==> src/rtl/gray_step_monitor_if.sv <==
`default_nettype none
// ============================================================================
// Module      : gray_step_monitor_if
// Description : Sample stream in / decoded result out for gray_step_monitor.
// Revision    : 1.0 - initial release
// ============================================================================
interface gray_step_monitor_if #(
    parameter int WIDTH     = 4,
    parameter int ERR_CNT_W = 8
);
    logic                 g_valid;
    logic [WIDTH-1:0]     g_in;
    logic                 b_valid;
    logic [WIDTH-1:0]     b_out;
    logic                 step_ok;
    logic                 step_err;
    logic                 dir_up;
    logic                 wrap;
    logic                 locked;
    logic [ERR_CNT_W-1:0] err_count;

    modport master (
        output g_valid, g_in,
        input  b_valid, b_out, step_ok, step_err, dir_up, wrap, locked, err_count
    );

    modport slave (
        input  g_valid, g_in,
        output b_valid, b_out, step_ok, step_err, dir_up, wrap, locked, err_count
    );
endinterface
`default_nettype wire

==> src/rtl/gray_step_monitor.sv <==
`default_nettype none
// ============================================================================
// Module      : gray_step_monitor
// Description : Decodes a gray-coded sample stream and checks +/-1 steps.
// Revision    : 1.0 - initial release
// ============================================================================
module gray_step_monitor #(
    parameter int WIDTH     = 4,
    parameter int ERR_CNT_W = 8
) (
    input  wire logic          clk,
    input  wire logic          rst_n,
    input  wire logic          clear,
    gray_step_monitor_if.slave bus
);

    localparam logic [ERR_CNT_W-1:0] c_err_max = {ERR_CNT_W{1'b1}};
    localparam logic [WIDTH-1:0]     c_one     = {{(WIDTH-1){1'b0}}, 1'b1};

    typedef enum logic [0:0] {
        ST_IDLE  = 1'b0,
        ST_TRACK = 1'b1
    } state_t;

    state_t               r_state;
    state_t               w_state_nxt;

    logic                 r_s1_valid;
    logic [WIDTH-1:0]     r_s1_g;
    logic [WIDTH-1:0]     w_s1_bin;

    logic                 r_b_valid;
    logic [WIDTH-1:0]     r_b_out;
    logic [WIDTH-1:0]     r_b_prev;
    logic                 r_step_ok;
    logic                 r_step_err;
    logic                 r_wrap;
    logic                 r_dir_up;
    logic                 r_locked;
    logic [ERR_CNT_W-1:0] r_err_count;

    logic                 w_step_ok;
    logic                 w_step_err;
    logic                 w_wrap;
    logic                 w_dir_up_nxt;
    logic                 w_locked_nxt;
    logic [WIDTH-1:0]     w_inc;
    logic [WIDTH-1:0]     w_dec;

    // Stage 1: capture the raw gray sample; clear drops whatever arrives.
    always_ff @(posedge clk) begin
        if (!rst_n || clear) begin
            r_s1_valid <= 1'b0;
            r_s1_g     <= '0;
        end else begin
            r_s1_valid <= bus.g_valid;
            r_s1_g     <= bus.g_in;
        end
    end

    // Each binary bit is the XOR of all gray bits at or above it.
    for (genvar i = 0; i < WIDTH; i++) begin : g_gray2bin
        assign w_s1_bin[i] = ^r_s1_g[WIDTH-1:i];
    end

    assign w_inc = r_b_prev + c_one;
    assign w_dec = r_b_prev - c_one;

    always_ff @(posedge clk) begin
        if (!rst_n || clear) begin
            r_state <= ST_IDLE;
        end else begin
            r_state <= w_state_nxt;
        end
    end

    always_comb begin
        w_state_nxt  = r_state;
        w_step_ok    = 1'b0;
        w_step_err   = 1'b0;
        w_wrap       = 1'b0;
        w_dir_up_nxt = r_dir_up;
        w_locked_nxt = r_locked;
        if (r_s1_valid) begin
            case (r_state)
                ST_IDLE: begin
                    w_state_nxt  = ST_TRACK;
                    w_locked_nxt = 1'b1;
                end
                ST_TRACK: begin
                    if (w_s1_bin == w_inc) begin
                        w_step_ok    = 1'b1;
                        w_dir_up_nxt = 1'b1;
                        w_wrap       = &r_b_prev;
                    end else if (w_s1_bin == w_dec) begin
                        w_step_ok    = 1'b1;
                        w_dir_up_nxt = 1'b0;
                        w_wrap       = ~|r_b_prev;
                    end else if (w_s1_bin != r_b_prev) begin
                        w_step_err   = 1'b1;
                    end
                end
                default: w_state_nxt = ST_IDLE;
            endcase
        end
    end

    // Stage 2: decoded value, flags and tracking state. b_out/dir_up survive clear.
    always_ff @(posedge clk) begin
        if (!rst_n) begin
            r_b_valid   <= 1'b0;
            r_b_out     <= '0;
            r_b_prev    <= '0;
            r_step_ok   <= 1'b0;
            r_step_err  <= 1'b0;
            r_wrap      <= 1'b0;
            r_dir_up    <= 1'b1;
            r_locked    <= 1'b0;
            r_err_count <= '0;
        end else if (clear) begin
            r_b_valid   <= 1'b0;
            r_step_ok   <= 1'b0;
            r_step_err  <= 1'b0;
            r_wrap      <= 1'b0;
            r_locked    <= 1'b0;
            r_err_count <= '0;
        end else begin
            r_b_valid  <= r_s1_valid;
            r_step_ok  <= w_step_ok;
            r_step_err <= w_step_err;
            r_wrap     <= w_wrap;
            r_dir_up   <= w_dir_up_nxt;
            r_locked   <= w_locked_nxt;
            if (r_s1_valid) begin
                r_b_out  <= w_s1_bin;
                r_b_prev <= w_s1_bin;
            end
            if (w_step_err && (r_err_count != c_err_max)) begin
                r_err_count <= r_err_count + 1'b1;
            end
        end
    end

    assign bus.b_valid   = r_b_valid;
    assign bus.b_out     = r_b_out;
    assign bus.step_ok   = r_step_ok;
    assign bus.step_err  = r_step_err;
    assign bus.wrap      = r_wrap;
    assign bus.dir_up    = r_dir_up;
    assign bus.locked    = r_locked;
    assign bus.err_count = r_err_count;

endmodule
`default_nettype wire

==> src/flat_wrapper.sv <==
// flat-port wrapper written by rule: the top's interface ports become plain ports
module gray_step_monitor_flat 
#(
    parameter int WIDTH     = 4,
    parameter int ERR_CNT_W = 8
)
  (clk, rst_n, clear, bus_g_valid, bus_g_in, bus_b_valid, bus_b_out, bus_step_ok, bus_step_err, bus_dir_up, bus_wrap, bus_locked, bus_err_count);
  gray_step_monitor_if #(.WIDTH(WIDTH), .ERR_CNT_W(ERR_CNT_W)) bus_i ();
  input  wire logic clk;
  input  wire logic rst_n;
  input  wire logic clear;
  input wire logic [$bits(bus_i.g_valid)-1:0] bus_g_valid;
  input wire logic [$bits(bus_i.g_in)-1:0] bus_g_in;
  output wire logic [$bits(bus_i.b_valid)-1:0] bus_b_valid;
  output wire logic [$bits(bus_i.b_out)-1:0] bus_b_out;
  output wire logic [$bits(bus_i.step_ok)-1:0] bus_step_ok;
  output wire logic [$bits(bus_i.step_err)-1:0] bus_step_err;
  output wire logic [$bits(bus_i.dir_up)-1:0] bus_dir_up;
  output wire logic [$bits(bus_i.wrap)-1:0] bus_wrap;
  output wire logic [$bits(bus_i.locked)-1:0] bus_locked;
  output wire logic [$bits(bus_i.err_count)-1:0] bus_err_count;
  assign bus_i.g_valid = bus_g_valid;
  assign bus_i.g_in = bus_g_in;
  assign bus_b_valid = bus_i.b_valid;
  assign bus_b_out = bus_i.b_out;
  assign bus_step_ok = bus_i.step_ok;
  assign bus_step_err = bus_i.step_err;
  assign bus_dir_up = bus_i.dir_up;
  assign bus_wrap = bus_i.wrap;
  assign bus_locked = bus_i.locked;
  assign bus_err_count = bus_i.err_count;
  gray_step_monitor #(.WIDTH(WIDTH), .ERR_CNT_W(ERR_CNT_W)) u_core (.clk(clk), .rst_n(rst_n), .clear(clear), .bus(bus_i));
endmodule
==> config.mk <==
export PLATFORM = sky130hd
export DESIGN_NAME = gray_step_monitor_flat
export DESIGN_NICKNAME = d
export VERILOG_FILES = /design/src/rtl/gray_step_monitor_if.sv /design/src/rtl/gray_step_monitor.sv /design/src/flat_wrapper.sv
export SDC_FILE = /design/constraint.sdc
export NUM_CORES = 1
export LEC_CHECK = 0
export ABC_AREA = 1
export BUFFER_PORTS_ARGS = -buffer_cell sky130_fd_sc_hd__buf_2
export CAP_MARGIN = 5
export CORE_MARGIN = 2
export CORE_UTILIZATION = 54
export DETAILED_ROUTE_END_ITERATION = 12
export MAX_ROUTING_LAYER = met4
export PLACE_DENSITY = 0.87
export RECOVER_POWER = 25
export SLEW_MARGIN = 20
export SYNTH_ARGS = -nofsm -noshare
export SYNTH_HDL_FRONTEND = slang
export SYNTH_SLANG_ARGS = --single-unit
==> constraint.sdc <==
create_clock -name clk -period 2.2 [get_ports clk]
set_input_delay 0.44 -clock clk [delete_from_list [all_inputs] [get_ports clk]]
set_output_delay 0.44 -clock clk [all_outputs]
set_load 0.03 [all_outputs]
==> results of run 1 <==
[power by group through the flow]
stage / Clock, uW / Sequential [uW] / Combinational, uW
2_1_floorplan: 0 / 465 / 93.9
5_1_grt: 342 / 452 / 144
6_report: 318 / 451 / 126
3_5_place_dp: 0 / 461 / 126
4_1_cts: 331 / 451 / 127
3_3_place_gp: 0 / 460 / 125
[per-stage QoR]
step                      area (um2)  worst slack, ps  util [%]
after detailed placement        1550            325.1     63.15
after global routing            1599            66.79     65.14
after CTS                       1603            301.9     65.29
after floorplan                 1396            269.1         -
after global placement          1550            388.8     63.15
final                           1599            309.2     65.14
[synth_stat cells (all sizes together) (3+ instances only)]
cell type,instances
a21oi,12
dfxtp,24
ha,4
inv,27
nand2,65
nand3,31
nor2,22
nor3,3
o211ai,4
xnor2,3
xor2,3
[sequential cells by signal, summed over array words and instances (netlist names)]
| name | flops |
|---|---|
| u_core.bus.err_count | 8 |
| u_core.bus.dir_up | 1 |
| u_core.r_state | 1 |
| u_core.r_s1_valid | 1 |
| u_core.bus.wrap | 1 |
| u_core.bus.locked | 1 |
| u_core.bus.step_err | 1 |
| u_core.r_s1_g | 4 |
| u_core.bus.b_valid | 1 |
| u_core.bus.step_ok | 1 |
| u_core.bus.b_out | 4 |
[cell usage in the layout, fill, tap and decap left out, drive strengths merged]
| master | synthesis | routed |
|---|---|---|
| nor3 | 3 | 3 |
| nand3 | 31 | 31 |
| inv | 27 | 27 |
| nor2 | 22 | 22 |
| xor2 | 3 | 3 |
| o21ai | 1 | 1 |
| bufinv | 0 | 1 |
| or2 | 1 | 1 |
| buf | 1 | 22 |
| o211ai | 4 | 4 |
| clkbuf | 1 | 6 |
| a21oi | 12 | 12 |
| xnor2 | 3 | 3 |
| nand4 | 1 | 1 |
| dfxtp | 24 | 24 |
| nand3b | 1 | 1 |
| o21bai | 1 | 1 |
| ha | 4 | 4 |
| nand2 | 65 | 65 |
[cells by family after synthesis]
logic type / after synthesis / share of synthesized area, %
AOI/OAI and AO/OA: 18 / 7.348
xor gates and xnor gates: 6 / 3.764
adders and majority gates: 4 / 3.584
buffers and inverters: 29 / 7.885
DFF: 24 / 34.41
and+or+nand+nor: 124 / 43.01
[worst max-delay path, cell delays in order (launching register included)]
cell and delay, ps:
dfxtp_1 470, inv_1 140, ha_1 240, nand2_1 90, inv_1 40, nor2_1 80
nand2_1 50, nand2_1 50, nor2_1 40, nand3_2 90, nand2_4 70, nor2_4 210
nand3_1 100, a21oi_1 160
[routing by layer]
layer / up-vias / part of all wire [%]
met5: - / 0
met4: 0 / 1.3
met3: 6 / 5.5
met2: 36 / 43
met1: 596 / 50
li1: 704 / -
[path summary, 6_finish.rpt]
check | start | end | slack, ps | cells past startpoint
worst max-delay path | u_core.bus.b_out[0]$_SDFFE_PN0P_ | u_core.bus.err_count[1]$_SDFFE_PP0P_ | 310 | 13
worst min-delay path | bus_g_in[2] | u_core.r_s1_g[2]$_SDFF_PP0_ | 320 | 3
worst max register to register | u_core.bus.b_out[0]$_SDFFE_PN0P_ | u_core.bus.err_count[1]$_SDFFE_PP0P_ | 310 | 13
worst min register to register | u_core.r_state$_SDFFE_PP0P_ | u_core.r_state$_SDFFE_PP0P_ | 480 | 2
[layout make-up]
type | count | area (um2) | area share (%)
Sequential cell | 24 | 480.5 | 30.05
Tap cell | 30 | 37.54 | 2.347
Inverter | 27 | 101.3 | 6.338
Clock buffer | 3 | 22.52 | 1.408
Timing Repair Buffer | 25 | 121.4 | 7.590
Clock inverter | 1 | 30.03 | 1.878
Multi-Input combinational cell | 152 | 805.8 | 50.39
==> results_dict.tcl, run 1 <==
set metrics [dict create \
    cp.arrival_ps 2140 \
    path_max_fanout 9 \
    viasPerCell 5.122 \
    postSynth.asyncResetShare_pct 0 \
    ctsHoldBuffers 0 \
    grt-ovfl-total 0 \
    cts.sinks 24 \
    drt.antenna.violating_nets 0 \
    grt_max_degree 17 \
    setup_violations 0 \
    synth_top_area_share_pct 34.41 \
    core-area_mm2 0.002455 \
    power.switching_uw 226.6 \
    hp-class "in2reg" \
    drt-total-wl_um 2769 \
    peakVddDrop_mv 0.7078 \
    maxCapViolations 0 \
    p_comb_share_pct 14.1 \
    synthCells 205 \
    synth_area_leaders "dfxtp_1 34%, nand2_1 15%, nand3_1 9.0%" \
    internal-power_uw 668.4 \
    synth_warnings 0 \
    syn_nets 217 \
    rows 18 \
    synth.distinct_cells 23 \
    synth.largest_area_cell "dfxtp_1" \
    firstDrtPassIters 4 \
    cts_made_buffers 3 \
    area_growth_pct 14.52 \
    worstMarginPinSlew_ps 530.7 \
    power_uw 895.0 \
    die_w_um 54.85 \
    critPathKind "reg2reg" \
    fill_cells 230 \
    startpoint_type "flop" \
    final_nets 245 \
    finalHoldViolations 0 \
    num_antenna_cells 0 \
    portBuffers 25 \
    syn-cell-area_mm2 0.001396 \
    num_vias 1342 \
    sw_frac_of_total_pct 25.32 \
    dpl.hpwl_um 2178 \
    root_buffer "clkbuf_4" \
    hold_slack_ps 320.8 \
    htreeDepth 1 \
    fp.dieH_um 54.85 \
    p_per_area_mw_per_mm2 559.7 \
    ctsResizeCount 0 \
    grt_antenna_before_repair 0 \
    met2_usage_pct 30.75 \
    dp_cells 258 \
    final_cells 262 \
    period_minus_slack_ps 1891 \
    clock_power_share_pct 35.5 \
    wire_per_inst_um 10.57 \
    crit_path_end_kind "flop" \
    synth_edf_count 0 \
    ys_seq_elements 24 \
    drive_above_1_share_pct 20.69 \
    io_pins 26 \
    clock_skew_ps 5.623 \
    use_met3_pct 4.645 \
    use_met1_pct 30.17 \
    clk_pin_slew_worst_paths_ps 130 \
    post-cts-setup-buffers 0 \
    cts_tree "yes" \
    relSlewSlack_pct 64.49 \
    top_usage_layer "met2" \
    die_area_mm2 0.003009 \
    fmax_ghz 0.5289 \
    power_leakage_uw 0.0008094 \
    cp.required_ps 2450 \
    start_util_pct 56.88 \
    rsz0062_at_grt "no" \
    ys_seq_area_share_pct 34.41 \
    post_synth.cell_area_avg_um2 6.811 \
    grt_pass1_wl_um 4636 \
    grt_pass1_vias 1121 \
    drc 0 \
    tns_ps 0 \
    finalMaxSlewViolations 0 \
    grt_usage_pct 21.64 \
    seqPwrFrac_pct 50.4 \
    cts_buffer_depth 2 \
    status "finished, final reports clean" \
    place.gp.congestion 0.9590 \
    drt_iter0_markers 21 \
    clk_latency_ps 310 \
    post-route-period-util_pct 85.94 \
    synth_ff_type "dfxtp_1" \
]
No activity file was read; power rests on OpenSTA's default activity.
==> run 2, diff against run 1 <==
--- a/config.mk
+++ b/config.mk
@@ -8,13 +8,14 @@
 export ABC_AREA = 1
 export BUFFER_PORTS_ARGS = -buffer_cell sky130_fd_sc_hd__buf_2
 export CAP_MARGIN = 5
+export CELL_PAD_IN_SITES_DETAIL_PLACEMENT = 0
+export CELL_PAD_IN_SITES_GLOBAL_PLACEMENT = 2
 export CORE_MARGIN = 2
-export CORE_UTILIZATION = 54
+export CORE_UTILIZATION = 29
 export DETAILED_ROUTE_END_ITERATION = 12
 export MAX_ROUTING_LAYER = met4
-export PLACE_DENSITY = 0.87
+export PLACE_DENSITY = 0.86
 export RECOVER_POWER = 25
-export SLEW_MARGIN = 20
 export SYNTH_ARGS = -nofsm -noshare
 export SYNTH_HDL_FRONTEND = slang
 export SYNTH_SLANG_ARGS = --single-unit
==> results_dict.tcl, run 2 (same netlist as run 1, synthesis figures left out) <==
set metrics [dict create \
    status "finished, final reports clean" \
    period_minus_slack_ps 1866 \
    r2r_slack_ps 330 \
    crit_end "u_core.bus.err_count[1]$_SDFFE_PP0P_" \
    grt-ovfl-total 0 \
    clock_power_share_pct 35.2 \
    grt_pass1_wl_um 5616 \
    rows 25 \
    drt.antenna.violating_nets 0 \
    dpl.hpwl_um 2509 \
    clk_pin_slew_worst_paths_ps 90 \
    m1WireLength_um 1674 \
    area_growth_pct 17.47 \
    place.gp.congestion 0.7747 \
    io_pins 26 \
    peakVddDrop_mv 0.1998 \
    layout_common_cells "54 x nand2_1, 25 x inv_1, 25 x nand3_1" \
    path_max_fanout 9 \
    top_layer "met4" \
    hp-class "in2reg" \
    final_nets 246 \
    grt_max_degree 17 \
    fp.dieH_um 73.39 \
    r2r_end "u_core.bus.err_count[1]$_SDFFE_PP0P_" \
    grt_usage_pct 13.56 \
    drive_above_1_share_pct 21.46 \
    viasPerCell 4.509 \
    drc 0 \
    worst_r2r_path_depth 13 \
    cp.required_ps 2400 \
    critPathKind "reg2reg" \
    die_area_mm2 0.005386 \
    fmax_ghz 0.5358 \
    finalMaxSlewViolations 0 \
    cts_tree "yes" \
    dp_cells 283 \
    cts_buffer_depth 2 \
    dr_wl_met3_um 120 \
    cts.sinks 24 \
    sw_frac_of_total_pct 28.10 \
    start_util_pct 29.76 \
    rsz0062_at_grt "no" \
    maxCapViolations 0 \
    die_w_um 73.39 \
    num_vias 1294 \
    clock_skew_ps 3.802 \
    wl_met2_um 1405 \
    htreeDepth 1 \
    clk_latency_ps 270 \
    wire_per_inst_um 11.26 \
    worstMarginPinSlew_ps 565.0 \
    p_per_area_mw_per_mm2 546.6 \
    grt_antenna_before_repair 0 \
    cp-startpoint "u_core.bus.b_out[0]$_SDFFE_PN0P_" \
    r2r-start "u_core.bus.b_out[0]$_SDFFE_PN0P_" \
    setup_violations 0 \
    startpoint_type "flop" \
    portBuffers 25 \
    drt-total-wl_um 3231 \
    final_common_cell "nand2_1" \
    internal-power_uw 644.7 \
    largest_register_ffs 8 \
    power_leakage_uw 0.0008159 \
    power.switching_uw 251.9 \
    tns_ps 0 \
    p_comb_share_pct 14.6 \
    post-cts-setup-buffers 0 \
    root_buffer "clkbuf_8" \
    seqPwrFrac_pct 50.2 \
    cts_made_buffers 3 \
    relSlewSlack_pct 62.20 \
    drt_iter0_markers 81 \
    core-area_mm2 0.004692 \
    post-route-period-util_pct 84.83 \
    cp.arrival_ps 2070 \
    grt_pass1_vias 1224 \
    num_antenna_cells 0 \
    crit_path_end_kind "flop" \
    firstDrtPassIters 4 \
    finalHoldViolations 0 \
    final_cells 287 \
]
[run 2: cell count changes in the layout (fill, tap and decap cells not counted)]
| cell | delta |
|---|---|
| dfxtp_2 | +1 |
| buf_4 | +1 |
| bufinv_16 | -1 |
| dfxtp_1 | -1 |
| clkbuf_4 | -3 |
| clkbuf_8 | +4 |
[run 2: power by group through the flow]
stage               Combinational (uW)  Sequential (uW)  Clock [uW]
floorplan                         93.9              465           0
global placement                   134              461           0
detailed placement                 132              460           0
CTS                                133              450         328
finish                             131              451         315
global route                       150              452         346
[run 2: how the worst min path moves through the flow]
stage	startpoint	cells past startpoint	slack, ps	endpoint
finish	bus_g_in[2]	3	370	u_core.r_s1_g[2]$_SDFF_PP0_
global route	bus_g_in[2]	3	370	u_core.r_s1_g[2]$_SDFF_PP0_
CTS	bus_g_in[2]	3	360	u_core.r_s1_g[2]$_SDFF_PP0_
detailed placement	u_core.bus.locked$_SDFFE_PP0P_	2	460	u_core.bus.locked$_SDFFE_PP0P_
global placement	u_core.r_state$_SDFFE_PP0P_	2	460	u_core.r_state$_SDFFE_PP0P_
floorplan	u_core.r_state$_SDFFE_PP0P_	2	450	u_core.r_state$_SDFFE_PP0P_
[run 2: metrics by stage]
step           area [um2]  power, uW  hold WS (ps)  util [%]  worst slack (ps)
5_1_grt              1640      948.5         371.6     34.96             60.47
3_3_place_gp         1588      594.1         462.0     33.84             261.6
6_report             1640      896.6         368.9     34.96             333.8
2_1_floorplan        1396      558.8         446.4         -             269.1
4_1_cts              1643      910.7         364.2     35.01             231.6
3_5_place_dp         1588      592.6         460.6     33.84             256.5
[run 2: routing by layer]
metal / global-route usage, % / vias up
li1: - / 703
met1: 19.60 / 562
met2: 19.62 / 27
met3: 1.646 / 2
met4: 4.242 / 0
met5: - / -
[run 2: critical path: stages (launching register included)]
cell	delay, ps
dfxtp_2	420
inv_1	120
ha_1	240
nand2_1	90
inv_1	40
nor2_1	80
nand2_1	50
nand2_1	60
nor2_1	50
nand3_2	90
nand2_4	70
nor2_4	220
nand3_1	100
a21oi_1	150
[run 2: final cells by class]
| cell class | count | area (um2) |
|---|---|---|
| clock buffers | 4 | 55.05 |
| fillers | 521 | 3052 |
| inverters | 27 | 101.3 |
| multi-input cells | 152 | 805.8 |
| flip-flops and latches | 24 | 481.7 |
| well taps | 54 | 67.56 |
| repair buffers | 26 | 128.9 |
[run 2: repair_timing]
item                                    4_1_cts  5_1_grt
hold buffers                                  0        0
hold endpoints to repair                      0        0
gates resized for setup                       0        1
endpoints found under the setup margin        0        4
==> run 3, diff against run 2 <==
--- a/config.mk
+++ b/config.mk
@@ -11,10 +11,10 @@
 export CELL_PAD_IN_SITES_DETAIL_PLACEMENT = 0
 export CELL_PAD_IN_SITES_GLOBAL_PLACEMENT = 2
 export CORE_MARGIN = 2
-export CORE_UTILIZATION = 29
+export CORE_UTILIZATION = 27
 export DETAILED_ROUTE_END_ITERATION = 12
 export MAX_ROUTING_LAYER = met4
-export PLACE_DENSITY = 0.86
+export PLACE_DENSITY = 0.84
 export RECOVER_POWER = 25
 export SYNTH_ARGS = -nofsm -noshare
 export SYNTH_HDL_FRONTEND = slang
==> constraint.sdc (replaced) <==
create_clock -name clk -period 1.6 [get_ports clk]
set_input_delay 0.32 -clock clk [delete_from_list [all_inputs] [get_ports clk]]
set_output_delay 0.32 -clock clk [all_outputs]
set_load 0.03 [all_outputs]
==> results_dict.tcl, run 3 (same netlist as run 1, synthesis figures left out) <==
set metrics [dict create \
    status "finished with violations" \
    violations "negative setup slack" \
    power_leakage_uw 0.0009917 \
    peakVddDrop_mv 0.3628 \
    p_per_area_mw_per_mm2 663.4 \
    drc 0 \
    final_common_cell "nand2_1" \
    viasPerCell 4.348 \
    relSlewSlack_pct 60.78 \
    startpoint_type "flop" \
    dr_wl_met3_um 111 \
    period_minus_slack_ps 1658 \
    cp_slowest_cell "dfxtp_4" \
    grt_pass1_vias 1346 \
    crit_buf_inv 4 \
    root_buffer "clkbuf_8" \
    final_nets 279 \
    drive_above_1_share_pct 42.86 \
    start_util_pct 27.69 \
    cp.required_ps 1820 \
    die_w_um 75.92 \
    layout_common_cells "51 x nand2_1, 33 x buf_4, 24 x buf_2" \
    r2r_slack_ps -60 \
    largest_register_ffs 8 \
    maxCapViolations 0 \
    finalMaxSlewViolations 0 \
    rsz0062_at_grt "yes" \
    cts_made_buffers 3 \
    worstHoldStart "bus_g_in[3]" \
    r2r-start "u_core.bus.b_out[1]$_SDFFE_PN0P_" \
    clk_pin_slew_worst_paths_ps 100 \
    clock_skew_ps 7.055 \
    setup_ws_ps -58.45 \
    path_max_fanout 5 \
    drt-total-wl_um 3598 \
    cts_tree "yes" \
    num_antenna_cells 0 \
    rows 26 \
    drt.antenna.violating_nets 0 \
    hp-class "in2reg" \
    drt_iter0_markers 63 \
    final_cells 336 \
    finalHoldViolations 0 \
    portBuffers 25 \
    whs_endpoint "u_core.r_s1_g[3]$_SDFF_PP0_" \
    final_core_util_pct 40.47 \
    io_pins 26 \
    worstMarginPinSlew_ps 587.7 \
    htreeDepth 1 \
    setup_violations 8 \
    cts_buffer_depth 2 \
    grt_antenna_before_repair 0 \
    cts.sinks 24 \
    dpl.hpwl_um 2649 \
    ctsHoldBuffers 0 \
    crit_path_end_kind "flop" \
    post-route-period-util_pct 103.7 \
    cp.arrival_ps 1870 \
    die_area_mm2 0.005763 \
    fmax_ghz 0.6030 \
    firstDrtPassIters 5 \
    num_vias 1461 \
    cp_top_family "simple AND/OR/NAND/NOR gates" \
    hold_depth 3 \
    r2r_end "u_core.bus.step_ok$_SDFF_PP0_" \
    crit_chain "inv_6, ha_4, nand2_2, nand2_2, nand2_1, nand2_1, nor2_2, nand3_2, nand2_4, inv_4, buf_4, buf_4, nor2_1" \
    top_layer "met3" \
    worst_r2r_path_depth 13 \
    grt_usage_pct 13.37 \
    max_stage_delay_ps 410 \
    critPathKind "reg2reg" \
    core-area_mm2 0.005042 \
    grt_pass1_wl_um 6203 \
    wl_met2_um 1600 \
    grt_max_degree 17 \
    dp_cells 325 \
    fp.dieH_um 75.92 \
    m1WireLength_um 1886 \
    place.gp.congestion 0.7825 \
    area_growth_pct 46.15 \
    clk_latency_ps 270 \
    grt-ovfl-total 0 \
    wire_per_inst_um 10.71 \
]
==> run 3: changes by cell type in the layout (fill, tap and decap cells not counted), sizes merged <==
cell    before  now
nor2        22   23
clkbuf       7    5
buf         23   57
==> run 3: worst max-delay path by stage <==
stage / from / end / slack, ps / cells after the start
2_1_floorplan: u_core.bus.b_out[2]$_SDFFE_PN0P_ / u_core.bus.err_count[0]$_SDFFE_PP0P_ / 5 / 10
3_3_place_gp: u_core.bus.b_out[1]$_SDFFE_PN0P_ / u_core.bus.err_count[1]$_SDFFE_PP0P_ / -110 / 13
3_5_place_dp: u_core.bus.b_out[1]$_SDFFE_PN0P_ / u_core.bus.err_count[4]$_SDFFE_PP0P_ / -100 / 14
4_1_cts: u_core.bus.b_out[0]$_SDFFE_PN0P_ / u_core.bus.err_count[1]$_SDFFE_PP0P_ / -30 / 13
5_1_grt: u_core.bus.b_out[1]$_SDFFE_PN0P_ / u_core.bus.err_count[6]$_SDFFE_PP0P_ / -160 / 13
6_report: u_core.bus.b_out[1]$_SDFFE_PN0P_ / u_core.bus.step_ok$_SDFF_PP0_ / -60 / 13
==> run 3: power by group <==
part           leakage (uW)  switching [uW]  internal, uW
clock network     0.0000339             211           272
registers          0.000199            11.3           606
logic              0.000759             150           104
total              0.000992             372           982
==> run 3: area by class of cell <==
class,count,area (um2)
Fill cell,546,3002
Inverter,27,113.9
Sequential cell,24,495.5
Clock buffer,4,66.31
Timing Repair Buffer,58,371.6
Tap cell,70,87.58
Multi-Input combinational cell,153,905.9
==> run 3: tightest hold or removal path: cells and delay by family <==
kind	cells	cell delay (ps)
simple gates	1	30
buf+inv	2	130
==> run 3: what timing repair did <==
| action | in CTS | in global routing |
|---|---|---|
| setup buffers | 5 | 1 |
| endpoints found under the setup margin | 9 | 11 |
| pin swaps | 11 | 3 |
| cloned | 1 | 0 |
| hold endpoints to repair | 0 | 0 |
| gates resized for setup | 18 | 12 |
==> run 3: per-layer routing <==
metal,GRT usage (%),vias up
met2,20.98,30
met1,18.26,650
met3,1.429,0
li1,-,781
met5,-,-
met4,4.000,0
==> run 3: metrics by stage <==
step	setup TNS, ps	worst slack (ps)	total power, uW	hold slack [ps]	cell area, um2
2_1_floorplan	0	5.245	767.6	418.6	1411
3_3_place_gp	-836.1	-110.5	838.9	454.6	1818
3_5_place_dp	-733.3	-95.47	837.0	460.1	1818
4_1_cts	-124.6	-27.33	1357	244.3	1999
5_1_grt	-1370	-164.6	1421	255.2	2041
6_report	-337.0	-58.45	1354	249.5	2041
